[src/rtl/sp800_90b_health_if.sv]
// Sample stream and status bundle between the entropy source, the health
// tests and the downstream NIST test stage.
interface sp800_90b_health_if;
    logic       bit_in;
    logic       bit_valid;
    logic       clear;
    logic       bit_out;
    logic       bit_out_valid;
    logic       healthy;
    logic       rct_fail;
    logic       apt_fail;
    logic [7:0] fail_count;

    modport master (
        output bit_in, bit_valid, clear,
        input  bit_out, bit_out_valid, healthy, rct_fail, apt_fail, fail_count
    );

    modport slave (
        input  bit_in, bit_valid, clear,
        output bit_out, bit_out_valid, healthy, rct_fail, apt_fail, fail_count
    );
endinterface

[src/rtl/sp800_90b_health.sv]
// Continuous health tests (repetition count and adaptive proportion) on a
// raw entropy bit stream. Samples are only forwarded once a start-up run of
// clean samples has been seen, and forwarding stops on the first failure
// until a clear restarts the whole start-up sequence.
module sp800_90b_health #(
    parameter int RCT_C     = 21,
    parameter int APT_W     = 512,
    parameter int APT_C     = 410,
    parameter int STARTUP_N = 1024
) (
    input  logic               clk,
    input  logic               rstn,
    sp800_90b_health_if.slave  hif
);

    localparam int WIN_W   = $clog2(APT_W);
    localparam int MATCH_W = WIN_W + 1;

    localparam logic [7:0]         RCT_CV     = 8'(RCT_C);
    localparam logic [MATCH_W-1:0] APT_CV     = MATCH_W'(APT_C);
    localparam logic [16:0]        STARTUP_NV = 17'(STARTUP_N);

    typedef enum logic [1:0] {
        STARTUP = 2'd0,
        RUN     = 2'd1,
        FAIL    = 2'd2
    } state_t;

    state_t             state;
    logic [7:0]         run;
    logic               last_bit;
    logic [WIN_W-1:0]   win_idx;
    logic [MATCH_W-1:0] match;
    logic               ref_bit;
    logic [15:0]        start_cnt;
    logic               bit_out_r;
    logic               bit_out_valid_r;
    logic               rct_fail_r;
    logic               apt_fail_r;
    logic [7:0]         fail_count_r;

    logic               active;
    logic               rct_hit;
    logic               apt_hit;
    logic               any_hit;
    logic [7:0]         run_next;
    logic [MATCH_W-1:0] match_next;
    logic [16:0]        start_next;

    // Next counter values for the current sample and whether it trips a test;
    // run==0 marks the first sample after reset or clear.
    always_comb begin
        active = hif.bit_valid && !hif.clear && (state != FAIL);

        if (run == 8'd0 || hif.bit_in != last_bit)
            run_next = 8'd1;
        else if (run == RCT_CV)
            run_next = run;
        else
            run_next = run + 8'd1;

        if (win_idx == '0)
            match_next = MATCH_W'(1);
        else if (hif.bit_in == ref_bit && match != APT_CV)
            match_next = match + MATCH_W'(1);
        else
            match_next = match;

        rct_hit    = active && (run_next == RCT_CV) && (run != RCT_CV);
        apt_hit    = active && (match_next == APT_CV) && (match != APT_CV);
        any_hit    = rct_hit || apt_hit;
        start_next = {1'b0, start_cnt} + 17'd1;
    end

    // State machine, test counters and registered outputs in one process.
    always_ff @(posedge clk or negedge rstn) begin
        if (!rstn) begin
            state           <= STARTUP;
            run             <= 8'd0;
            last_bit        <= 1'b0;
            win_idx         <= '0;
            match           <= '0;
            ref_bit         <= 1'b0;
            start_cnt       <= 16'd0;
            bit_out_r       <= 1'b0;
            bit_out_valid_r <= 1'b0;
            rct_fail_r      <= 1'b0;
            apt_fail_r      <= 1'b0;
            fail_count_r    <= 8'd0;
        end else begin
            bit_out_valid_r <= 1'b0;
            if (hif.clear) begin
                state      <= STARTUP;
                rct_fail_r <= 1'b0;
                apt_fail_r <= 1'b0;
                run        <= 8'd0;
                win_idx    <= '0;
                match      <= '0;
                start_cnt  <= 16'd0;
            end else if (active) begin
                run      <= run_next;
                last_bit <= hif.bit_in;
                win_idx  <= win_idx + WIN_W'(1);
                match    <= match_next;
                if (win_idx == '0)
                    ref_bit <= hif.bit_in;

                if (any_hit) begin
                    state      <= FAIL;
                    rct_fail_r <= rct_fail_r | rct_hit;
                    apt_fail_r <= apt_fail_r | apt_hit;
                    if (fail_count_r != 8'hFF)
                        fail_count_r <= fail_count_r + 8'd1;
                end else if (state == STARTUP) begin
                    start_cnt <= start_next[15:0];
                    if (start_next == STARTUP_NV)
                        state <= RUN;
                end else begin
                    bit_out_r       <= hif.bit_in;
                    bit_out_valid_r <= 1'b1;
                end
            end
        end
    end

    assign hif.bit_out       = bit_out_r;
    assign hif.bit_out_valid = bit_out_valid_r;
    assign hif.healthy       = (state == RUN);
    assign hif.rct_fail      = rct_fail_r;
    assign hif.apt_fail      = apt_fail_r;
    assign hif.fail_count    = fail_count_r;

endmodule

[src/flat_wrapper.sv]
// flat-port wrapper written by rule: the top's interface ports become plain ports
module sp800_90b_health_flat 
#(
    parameter int RCT_C     = 21,
    parameter int APT_W     = 512,
    parameter int APT_C     = 410,
    parameter int STARTUP_N = 1024
)
  (clk, rstn, hif_bit_in, hif_bit_valid, hif_clear, hif_bit_out, hif_bit_out_valid, hif_healthy, hif_rct_fail, hif_apt_fail, hif_fail_count);
  sp800_90b_health_if hif_i ();
  input  logic clk;
  input  logic rstn;
  input wire logic [$bits(hif_i.bit_in)-1:0] hif_bit_in;
  input wire logic [$bits(hif_i.bit_valid)-1:0] hif_bit_valid;
  input wire logic [$bits(hif_i.clear)-1:0] hif_clear;
  output wire logic [$bits(hif_i.bit_out)-1:0] hif_bit_out;
  output wire logic [$bits(hif_i.bit_out_valid)-1:0] hif_bit_out_valid;
  output wire logic [$bits(hif_i.healthy)-1:0] hif_healthy;
  output wire logic [$bits(hif_i.rct_fail)-1:0] hif_rct_fail;
  output wire logic [$bits(hif_i.apt_fail)-1:0] hif_apt_fail;
  output wire logic [$bits(hif_i.fail_count)-1:0] hif_fail_count;
  assign hif_i.bit_in = hif_bit_in;
  assign hif_i.bit_valid = hif_bit_valid;
  assign hif_i.clear = hif_clear;
  assign hif_bit_out = hif_i.bit_out;
  assign hif_bit_out_valid = hif_i.bit_out_valid;
  assign hif_healthy = hif_i.healthy;
  assign hif_rct_fail = hif_i.rct_fail;
  assign hif_apt_fail = hif_i.apt_fail;
  assign hif_fail_count = hif_i.fail_count;
  sp800_90b_health #(.RCT_C(RCT_C), .APT_W(APT_W), .APT_C(APT_C), .STARTUP_N(STARTUP_N)) u_core (.clk(clk), .rstn(rstn), .hif(hif_i));
endmodule
[config.mk]
export PLATFORM = sky130hd
export DESIGN_NAME = sp800_90b_health_flat
export DESIGN_NICKNAME = d
export VERILOG_FILES = /design/src/rtl/sp800_90b_health_if.sv /design/src/rtl/sp800_90b_health.sv /design/src/flat_wrapper.sv
export SDC_FILE = /design/constraint.sdc
export NUM_CORES = 1
export LEC_CHECK = 0
export ABC_AREA = 1
export CAP_MARGIN = 20
export CORE_ASPECT_RATIO = 0.8
export CORE_MARGIN = 5
export CORE_UTILIZATION = 30
export DETAILED_ROUTE_END_ITERATION = 7
export PLACE_DENSITY = 0.51
export SYNTH_ARGS = -nofsm -noshare
export SYNTH_HDL_FRONTEND = slang
export SYNTH_SLANG_ARGS = --single-unit
[constraint.sdc]
create_clock -name clk -period 2.5 [get_ports clk]
set_input_delay 0.5 -clock clk [delete_from_list [all_inputs] [get_ports clk]]
set_output_delay 0.5 -clock clk [all_outputs]
set_load 0.03 [all_outputs]
## Word-level counts from Yosys, hierarchy flattened

Index checks and enable logic that the tools add are counted.

- $add $sub $neg: 5
- Eq/ne operators: 12
- Multiplexer cells: 29
- Bitwise gates (word level): 5
- Reduce and logical (&&, ||, !) cells: 25

Operator list:

| operator | number |
|---|---|
| 16-bit two-way mux | 4 |
| 10-bit two-way mux | 4 |
| 8-bit two-way mux | 4 |
| 9-bit two-way mux | 2 |
| 16-bit by 1-bit adder with 17-bit output (second input constant) | 1 |
| 17-bit by 11-bit == test with 1-bit output (second input constant) | 1 |
| 8-bit by 1-bit adder with 8-bit output (second input constant) | 2 |
| 8-bit by 5-bit == test with 1-bit output (second input constant) | 2 |
| 10-bit by 1-bit adder with 10-bit output (second input constant) | 1 |
| 10-bit by 9-bit == test with 1-bit output (second input constant) | 1 |
| 1-bit two-way mux | 10 |
| 2-bit two-way mux | 5 |
| 10-bit by 9-bit inequality test with 1-bit output (second input constant) | 1 |
| 9-bit by 1-bit adder with 9-bit output (second input constant) | 1 |
| 9-bit logical NOT | 1 |
| 3-bit AND reduction | 3 |
| 8-bit logical NOT | 1 |
| 8-bit by 5-bit inequality test with 1-bit output (second input constant) | 1 |
| 8-bit inequality test (second input constant) | 1 |
| 4-bit AND reduction | 2 |
| 1-bit logical AND | 7 |
| 2-bit nonzero test | 3 |
| 3-bit nonzero test | 2 |
| 2-bit inequality test (second input constant) | 2 |
| other kinds (9) | 14 |

- Register bits: 59
- Bits of input ports: 5
- Output and inout port bits: 13
- Word-level logic and storage cells: 88

## Depth between registers and ports, before layout

Gate-level depths: netlist of run 1.

- Depth after elaboration: 11
- Mapped depth: 18
- Mapped depth without buffers: 17

## Least setup slack after synthesis of run 1

Ideal clock, no wire load.

- Path type: flip-flop to flip-flop
- Start point: register u_core.win_idx[0]
- End point: register u_core.fail_count_r[2], in the netlist u_core.hif.fail_count[2]
- Setup time: 121 ps
- Data arrival time: 1881 ps
- Required time: 2379 ps
- Path slack: 499 ps
- Stages on the path, launching flop included: 16
- Buffers on the path: 0
- Clock period less this slack: 2001 ps
- Path through: dfrtp_1 inv_1 ha_1 inv_1 nor2_1 nand2_1 nor2_4 inv_1 nand3_1 nand2_1 nor2_1 nand3_2 nand2_2 nand2_2 o21ai_1 nand2_1

- Longest elaborated chain between the ends: 7

Ends and longest elaborated chain:

| item | line | RTL |
|---|---|---|
| start: declaration | sp800_90b_health.sv:32 | `logic [WIN_W-1:0] win_idx;` |
| start signal: assignment | sp800_90b_health.sv:103 | `win_idx <= win_idx + WIN_W'(1);` |
| 9-bit logical NOT | sp800_90b_health.sv:62 | `if (win_idx == '0)` |
| 10-bit two-way mux | sp800_90b_health.sv:62 |  |
| 10-bit by 9-bit == test with 1-bit output | sp800_90b_health.sv:70 | `apt_hit = active && (match_next == APT_CV) && (match != APT_CV);` |
| 1-bit logical AND (2 in a row) | sp800_90b_health.sv:70 |  |
| 1-bit logical OR | sp800_90b_health.sv:71 | `any_hit = rct_hit \|\| apt_hit;` |
| 4-bit AND reduction (no line) | -- |  |
| end signal: assignment | sp800_90b_health.sv:113 | `fail_count_r <= fail_count_r + 8'd1;` |
| end: declaration | sp800_90b_health.sv:40 | `logic [7:0] fail_count_r;` |

No other way between the ends.
A chain may end at the register's enable or synchronous reset.

## Worst setup path after layout of run 1

- Start point: register u_core.match[0]
- End point: register u_core.fail_count_r[3], in the netlist u_core.hif.fail_count[3]

- Longest elaborated chain between the ends: 9
- Elaborated cells between the ends (all ways): 10
- Classes of those cells: add/sub: 1; eq/ne: 2; mux: 2; reduce/logical: 5

Ends and longest elaborated chain:

| item | line | RTL |
|---|---|---|
| start: declaration | sp800_90b_health.sv:33 | `logic [MATCH_W-1:0] match;` |
| start signal: assignment | sp800_90b_health.sv:104 | `match <= match_next;` |
| branches (longest 6 deep; another with 10-bit by 1-bit adder with 10-bit output) | -- |  |
| 1-bit logical AND * | sp800_90b_health.sv:70 |  |
| 1-bit logical OR * | sp800_90b_health.sv:71 |  |
| 4-bit AND reduction (no line) * | -- |  |

Mark *: on every way between the ends.

==> results of run 1 <==
[report_power, final]
part | internal, mW | switching (mW) | total [mW]
Clock | 0.742 | 0.428 | 1.17
Combinational | 0.125 | 0.167 | 0.292
Sequential | 0.973 | 0.0169 | 0.990
Total | 1.84 | 0.613 | 2.45
[layout make-up]
cell class / instances / area share [%]
Timing Repair Buffer: 69 / 12.0
Tap cell: 171 / 4.43
Clock inverter: 2 / 0.207
Sequential cell: 59 / 30.5
Multi-Input combinational cell: 387 / 41.5
Inverter: 71 / 5.69
Clock buffer: 13 / 5.59
[through the flow]
stage	utilization (%)	power, mW	hold WS, ns	cells
3_5_place_dp	36.0	1.26	0.464	746
2_1_floorplan	-	1.14	0.204	526
3_3_place_gp	36.0	1.26	0.461	746
5_1_grt	39.5	2.57	0.198	772
6_report	39.5	2.45	0.154	772
4_1_cts	38.3	2.45	0.185	761
[worst max-delay path by stage]
| stage | to | cells after the start |
|---|---|---|
| finish | u_core.hif.fail_count[3] | 18 |
| global route | u_core.start_cnt[13] | 17 |
| CTS | u_core.hif.fail_count[6] | 16 |
| global placement | u_core.start_cnt[14] | 13 |
| floorplan | u_core.hif.fail_count[2] | 15 |
| detailed placement | u_core.start_cnt[14] | 13 |
[sequential cells by signal (all words and copies together) (netlist names)]
name and flops:
u_core.start_cnt 16, u_core.match 10, u_core.win_idx 9, u_core.hif.fail_count 8
u_core.run 8, u_core.state 2, u_core.hif.apt_fail 1, u_core.hif.bit_out 1
u_core.hif.bit_out_valid 1, u_core.hif.rct_fail 1, u_core.last_bit 1, u_core.ref_bit 1
[per-layer routing]
metal  GRT usage (%)  part of all wire [%]
met1            19.3                    51
met2            22.6                    43
met3            2.59                   4.1
met4            5.25                   1.7
met5               0                     0
[cell families (layout without fill, tap and decap cells)]
logic type | Yosys count | count (layout)
xor gates and xnor gates | 23 | 23
buffers and inverters | 80 | 155
and+or+nand+nor | 307 | 307
DFF | 59 | 59
AOI/OAI and AO/OA | 47 | 47
adders and majority gates | 10 | 10
[layout by cell type (no fill, tap or decap), types with 2 or more instances in the layout]
master and instances:
nand2_1 156, inv_1 61, dfrtp_1 59, nor2_1 55, buf_4 48, nand3_1 35, nand4_1 18, xor2_1 16
clkdlybuf4s50_1 15, o21ai_0 14, nor3_1 13, o22ai_1 13, a21oi_1 12, ha_1 10, nor2_2 9, clkbuf_16 9
inv_2 8, xnor2_1 7, nand3_2 4, nand3b_1 3, nand2_2 3, nor4_1 3, clkbuf_8 3, buf_6 3
nor2_4 2, nand2_4 2, a31oi_1 2, o21ai_1 2, clkinv_2 2
[what timing repair did]
action                                  4_1_cts  5_1_grt
pin swaps                                     0        7
endpoints found under the setup margin       11       28
buffers inserted                              0       11
resized for setup                             1       21
==> metrics.md, run 1 <==
| Metric | Value |
|---|---|
| Leading area contributor after synthesis | dfrtp_1 |
| Die H | around 110 um |
| Area contributors post-synth | dfrtp_1, nand2_1, inv_1 |
| CP peak stage delay | ~0.4 ns |
| Setup TNS | 0 ns |
| Site Rows | 36 |
| Die W | around 140 um |
| Syn Nets | between 500 and 600 |
| Largest family of logic cells by synthesized area | simple AND/OR/NAND/NOR gates |
| Reg2reg setup slack | about 0.18 ns |
| Final worst-path cycle share | between 90% and 100% |
| Post-synthesis mux area share | 0% |
| Worst R2R Path Depth | 18 |
| Yosys warns | 0 |
| Minimum clock period | between 2 and 2.5 ns |
| Clock Latency Late Sink | 0.33 ns |
| Maxcap violations | 0 |
| Drt total wl | slightly below 10 mm |
| Pre-antenna DRT Iters | 5 |
| Slew headroom | about two thirds |
| Sequential Area | about 0.0015 mm2 |
| Worst slew pin tran | about 0.47 ns |
| CTS Hold Bufs | 0 |
| Final worst setup slack | ~0.18 ns |
| CP Class | reg2reg |
| PwrDens | between 500 and 600 mW/mm2 |
| CTS Buffer Depth | 2 |
| Initial DRC Count | between 150 and 200 |
| Fill cells | between 1k and 1.5k |
| CORE AREA | between 0.01 and 0.015 mm2 |
| FF-to-FF Start | u_core.match[0] |
| Post-DP Area | ~0.0044 mm2 |
| EDFF count, synth | 0 |
| Final hold violations | 0 |
| F_max | between 0.4 and 0.5 GHz |
| Peak VDD IR | 0.332 mV |
| Worst path arrival time | 2.55 ns |
| Status | complete, no violations |
| I/O Pins | 18 |
| Synth top cells by count | nand2_1, inv_1, nor2_1 |
| HP Class | in2async |
| Number of antenna-violating nets in the routed design | 0 |
| Leakage | approximately 2.3 nW |
| Multi-input gate area | between 0.002 and 0.0025 mm2 |
| Synth Area in Simple Gates | around 36% |
| Final Instance Area | between 0.004 and 0.005 mm2 |
| XOR/XNOR Fraction of Synth Area | 5.35% |
| RSZ-0062 raised after global routing | true |
| Clock skew | roughly 0.0043 ns |
| Antenna diodes | 0 |
| Crit. Startpoint | u_core.match[0] |
| Drt drc | 0 |
| Vias in the first global route | around 3.5k |
| Vias | 3,574 |
| Starting density of the core | between 30 and 40% |
| Total congestion overflow | 0 |
| Nets@finish | between 600 and 700 |
| Gpl congestion | ~0.86 |
| Slew Viols, Final | 0 |
| Post-synth top area share | ~39% |
| CP max FO | 4 |
| Asr flop ratio synth | 100% |
| Ys flop type | dfrtp_1 |
| Synth Area in Adders | roughly 3.3% |
| CTS buffer count | 9 |
| GRT Total Usage | between 10 and 15% |
| Syn Area/Cell | around 7 um2 |
| Post-synthesis compound-gate area fraction | 7.12% |
| CP Data Required Time | approximately 2.7 ns |
| CP endpoint kind | register |
| Clk root buf | clkbuf_16 |
| Initial antenna violation count | 0 |
| Crit start category | register |
| Share of layout cells above drive strength 1 | roughly 17% |
| Htree depth | 3 |
| Top-count cell post-synth | nand2_1 |
| CP bufs+invs | 4 |
| First-pass GRT wire length | approximately 17 mm |
| R2r endpoint | u_core.hif.fail_count[3] |
| Synth Cell Area | 0.00376 mm2 |
| Cells after synthesis | about 530 |
| Pre-CTS setup slack | -0.443 ns |
| CTS tree | done |
| Sink Count | 59 |
| Post-DR vias/cell | about 4.6 |
| CP cell instances | inv_1 > ha_1 > nand2_1 > nor2_1 > nand3_2 > buf_4 > nand3_1 > nand2_1 > nor2_2 > nand2_1 > nor2_2 > nand3_2 > buf_4 > nand2_4 > buf_4 > nand3_1 > nand2_1 > nand2_1 |
| Post-synthesis sequential area ratio | between 30 and 40% |
| Routed len/inst | roughly 13 um |
| Final setup viols | 0 |
| Top cell by count, worst path | nand2_1 |
| DIE AREA | between 0.01 and 0.015 mm2 |
| Yosys reg bits | a little under 60 |
| Worst path slowest cell | dfrtp_1 |
| Largest net degree at the start of global routing | 60 |
| Area Growth Syn to Fin | 28.5% |
| Dpl hpwl | between 7 and 8 mm |
| Library cells used by synthesis | 35 |
| Largest delay share family, worst path | simple AND/OR/NAND/NOR gates |
| Reg clk slew, reported paths | around 0.050 ns |
| Port Buffers | 17 |
Note: power is estimated with default switching activity, not from simulation.
==> inputs of run 2 (changes only) <==
Settings changed: ABC_AREA 1 to not set, PLACE_DENSITY 0.51 to not set.
Clock period 2.5 ns to 2.3 ns, I/O delays scaled along.
==> metrics.md, run 2 <==
| Metric | Value |
|---|---|
| Status | finished, violations left (was complete, no violations) |
| Violated checks | setup timing |
| Reg with most FFs | u_core.start_cnt (unchanged) |
| Routed len/inst | 14.5 um (was 12.6 um) |
| Most frequent cells in the layout | buf_4, dfrtp_1, nor2_1 (was nand2_1, inv_1, dfrtp_1) |
| Most common cell after layout, fill and taps aside | buf_4 (was nand2_1) |
| Worst path arrival time | 2.84 ns (was 2.55 ns) |
| DIE AREA | 0.0144 mm2 (was 0.0149 mm2) |
| First-pass GRT wire length | 16.5 mm (was 16.8 mm) |
| Worst path slowest cell | or4b_4 (was dfrtp_1) |
| Ys flop type | dfrtp_1 (unchanged) |
| Slew headroom | 60.2% (was 68.5%) |
| CTS Buffer Depth | 2 (unchanged) |
| CTS tree | done (unchanged) |
| Crit start category | register (unchanged) |
| Slew Viols, Final | 0 (unchanged) |
| Finished Layout Cells | 658 (was 772) |
| Syn Nets | 422 (was 541) |
| Clk root buf | clkbuf_16 (unchanged) |
| Library cells used by synthesis | 62 (was 35) |
| Starting density of the core | 30.2% (was 30.7%) |
| Peak VDD IR | 0.392 mV (was 0.332 mV) |
| Reg2reg setup slack | -0.31 ns (was 0.18 ns) |
| RSZ-0062 raised after global routing | true (unchanged) |
| CP Data Required Time | 2.53 ns (was 2.72 ns) |
| Top flop regs | u_core.start_cnt: 16 flops, u_core.match: 10 flops, u_core.win_idx: 9 flops (unchanged) |
| Total power draw | 3.03 mW (was 2.45 mW) |
| Final Core Density | 42.3% (was 39.5%) |
| CORE AREA | 0.0120 mm2 (was 0.0123 mm2) |
| Fill cells | 1,137 (was 1,267) |
| Antenna diodes | 0 (unchanged) |
| Synth top cells by count | dfrtp_1, nor2_1, a21oi_1 (was nand2_1, inv_1, nor2_1) |
| Yosys warns | 0 (unchanged) |
| PwrDens | 595 mW/mm2 (was 507 mW/mm2) |
| GRT Total Usage | 14.1% (was 14.2%) |
| Dpl cells | 635 (was 746) |
| Total congestion overflow | 0 (unchanged) |
| Top-count cell post-synth | dfrtp_1 (was nand2_1) |
| Number of antenna-violating nets in the routed design | 0 (unchanged) |
| CTS Hold Bufs | 0 (unchanged) |
| Share of layout cells above drive strength 1 | 28.7% (was 17.0%) |
| Clock skew | 0.0112 ns (was 0.00430 ns) |
| Cells after synthesis | 407 (was 526) |
| Syn Area/Cell | 8.92 um2 (was 7.15 um2) |
| Dpl hpwl | 6.71 mm (was 7.07 mm) |
| Post-synth top area share | 40.6% (was 39.2%) |
| Drt drc | 0 (unchanged) |
| Leading area contributor after synthesis | dfrtp_1 (unchanged) |
| Final hold violations | 0 (unchanged) |
| Synth Cell Area | 0.00363 mm2 (was 0.00376 mm2) |
| CTS buffer count | 9 (unchanged) |
| Final worst setup slack | -0.311 ns (was 0.175 ns) |
| I/O Pins | 18 (unchanged) |
| Nets@finish | 516 (was 612) |
| CP endpoint kind | register (unchanged) |
| Htree depth | 3 (unchanged) |
| Gpl congestion | 0.960 (was 0.857) |
| Final setup viols | 27 (was 0) |
| Clock Latency Late Sink | 0.34 ns (was 0.33 ns) |
| Clock group share of total power | 51.9% (was 47.7%) |
| Initial antenna violation count | 0 (unchanged) |
| Vias in the first global route | 3,398 (was 3,490) |
| F_max | 0.383 GHz (was 0.430 GHz) |
| Internal Power | 2.29 mW (was 1.84 mW) |
| Max reg flops | 16 (unchanged) |
| Sink Count | 59 (unchanged) |
| Sw Ratio | 24.3% (was 25.0%) |
| Leakage | 2.17 nW (was 2.34 nW) |
| CP Class | reg2reg (unchanged) |
| Asr flop ratio synth | 100% (unchanged) |
| Pre-antenna DRT Iters | 5 (unchanged) |
| Site Rows | 36 (unchanged) |
| Post-DR vias/cell | 5.20 (was 4.63) |
| Worst slew pin tran | 0.592 ns (was 0.469 ns) |
| Initial DRC Count | 209 (was 152) |
| Area contributors post-synth | dfrtp_1, a21oi_1, nor2_1 (was dfrtp_1, nand2_1, inv_1) |
| Yosys reg bits | 59 (unchanged) |
| Area Growth Syn to Fin | 40.2% (was 28.5%) |
| Port Buffers | 17 (unchanged) |
| WHS | 0.110 ns (was 0.154 ns) |
| Combinational group share of total power | 12.8% (was 11.9%) |
| Switching Power | 0.736 mW (was 0.613 mW) |
| Drt total wl | 9.56 mm (was 9.74 mm) |
| Post-synthesis sequential area ratio | 40.6% (was 39.2%) |
| Final worst-path cycle share | 114% (was 93.0%) |
| Vias | 3,421 (was 3,574) |
| Maxcap violations | 0 (unchanged) |
| Die H | 108 um (was 110 um) |
| Largest net degree at the start of global routing | 51 (was 60) |
| CP max FO | 10 (was 4) |
| CP peak stage delay | 0.48 ns (was 0.39 ns) |
| Reg clk slew, reported paths | 0.06 ns (was 0.05 ns) |
| CP cell instances | inv_2 > ha_1 > or4b_4 > nor3_4 > mux2i_1 > a211o_1 > o211ai_2 > buf_6 > o31a_1 > o21ba_2 (was inv_1 > ha_1 > nand2_1 > nor2_1 > nand3_2 > buf_4 > nand3_1 > nand2_1 > nor2_2 > nand2_1 > nor2_2 > nand3_2 > buf_4 > nand2_4 > buf_4 > nand3_1 > nand2_1 > nand2_1) |
| Minimum clock period | 2.61 ns (was 2.32 ns) |
| Die W | 133 um (was 135 um) |
| Share of total power in sequential cells | 35.4% (was 40.4%) |
| HP Class | in2async (unchanged) |
| CP bufs+invs | 2 (was 4) |
| EDFF count, synth | 0 (unchanged) |
| Largest delay share family, worst path | compound AO/OA/AOI/OAI gates (was simple AND/OR/NAND/NOR gates) |
run 2: cell count changes after synthesis, sizes merged, moves of 8 or more:
cell    change
and3       +10
o21ai      +16
a21oi      +22
o22ai      -11
nor2       -30
clkbuf     +10
nand4       -8
inv        -56
or3        +13
nand3      -23
nand2     -132
run 2: worst paths after layout:
check / start / end / depth (start not counted)
max in group asynchronous: rstn / u_core.win_idx[6] / 2
worst max-delay path: u_core.match[0] / u_core.start_cnt[9] / 10
worst min register to register: u_core.hif.fail_count[5] / u_core.hif.fail_count[5] / 1
worst max register to register: u_core.match[0] / u_core.start_cnt[9] / 10
worst min-delay path: rstn / u_core.run[3] / 1
min in group clk: u_core.hif.fail_count[5] / u_core.hif.fail_count[5] / 1
run 2: final cells by class:
type	count	area [um2]	area share, %
flip-flops and latches	59	1480	29.0
multi-input cells	315	2190	43.0
clock buffers	9	225	4.42
repair buffers	101	830	16.3
well taps	152	190	3.73
inverters	15	56.3	1.11
clock inverters	7	124	2.43
run 2: kinds of logic after synthesis:
kind of cell               synth area share (%)
AOI/OAI and AO/OA                          16.5
xor gates and xnor gates                   6.03
adders and majority gates                  3.44
buffers and inverters                      4.03
DFF                                        40.6
muxes                                      2.20
and+or+nand+nor                            27.2
run 2: power groups by stage:
stage / logic, mW / registers [mW] / clock network [mW]
global placement: 0.336 / 1.09 / 0
CTS: 0.381 / 1.07 / 1.61
global route: 0.426 / 1.07 / 1.65
finish: 0.387 / 1.07 / 1.57
detailed placement: 0.342 / 1.09 / 0
floorplan: 0.172 / 1.09 / 0
run 2: routing by layer:
| layer | track usage (%) | share of wire (%) |
|---|---|---|
| met5 | 0 | 0 |
| met4 | 6.16 | 2.6 |
| met3 | 3.63 | 3.5 |
| met2 | 22.5 | 46 |
| met1 | 18.2 | 48 |
run 2: metrics by stage:
step	setup WS, ns	cell area [um2]	TNS, ns
4_1_cts	-0.298	5060	-4.45
5_1_grt	-0.418	5090	-8.50
3_5_place_dp	-0.641	4500	-15.39
6_report	-0.311	5090	-5.32
3_3_place_gp	-0.614	4500	-14.07
2_1_floorplan	-0.181	3660	-1.71
run 2: what timing repair did:
action | 4_1_cts | 5_1_grt
resized for setup | 38 | 3
endpoints found under the hold margin | 0 | 0
buffers inserted | 4 | 3
setup endpoints to repair | 26 | 28
gates cloned | 0 | 0
pin swaps | 5 | 2
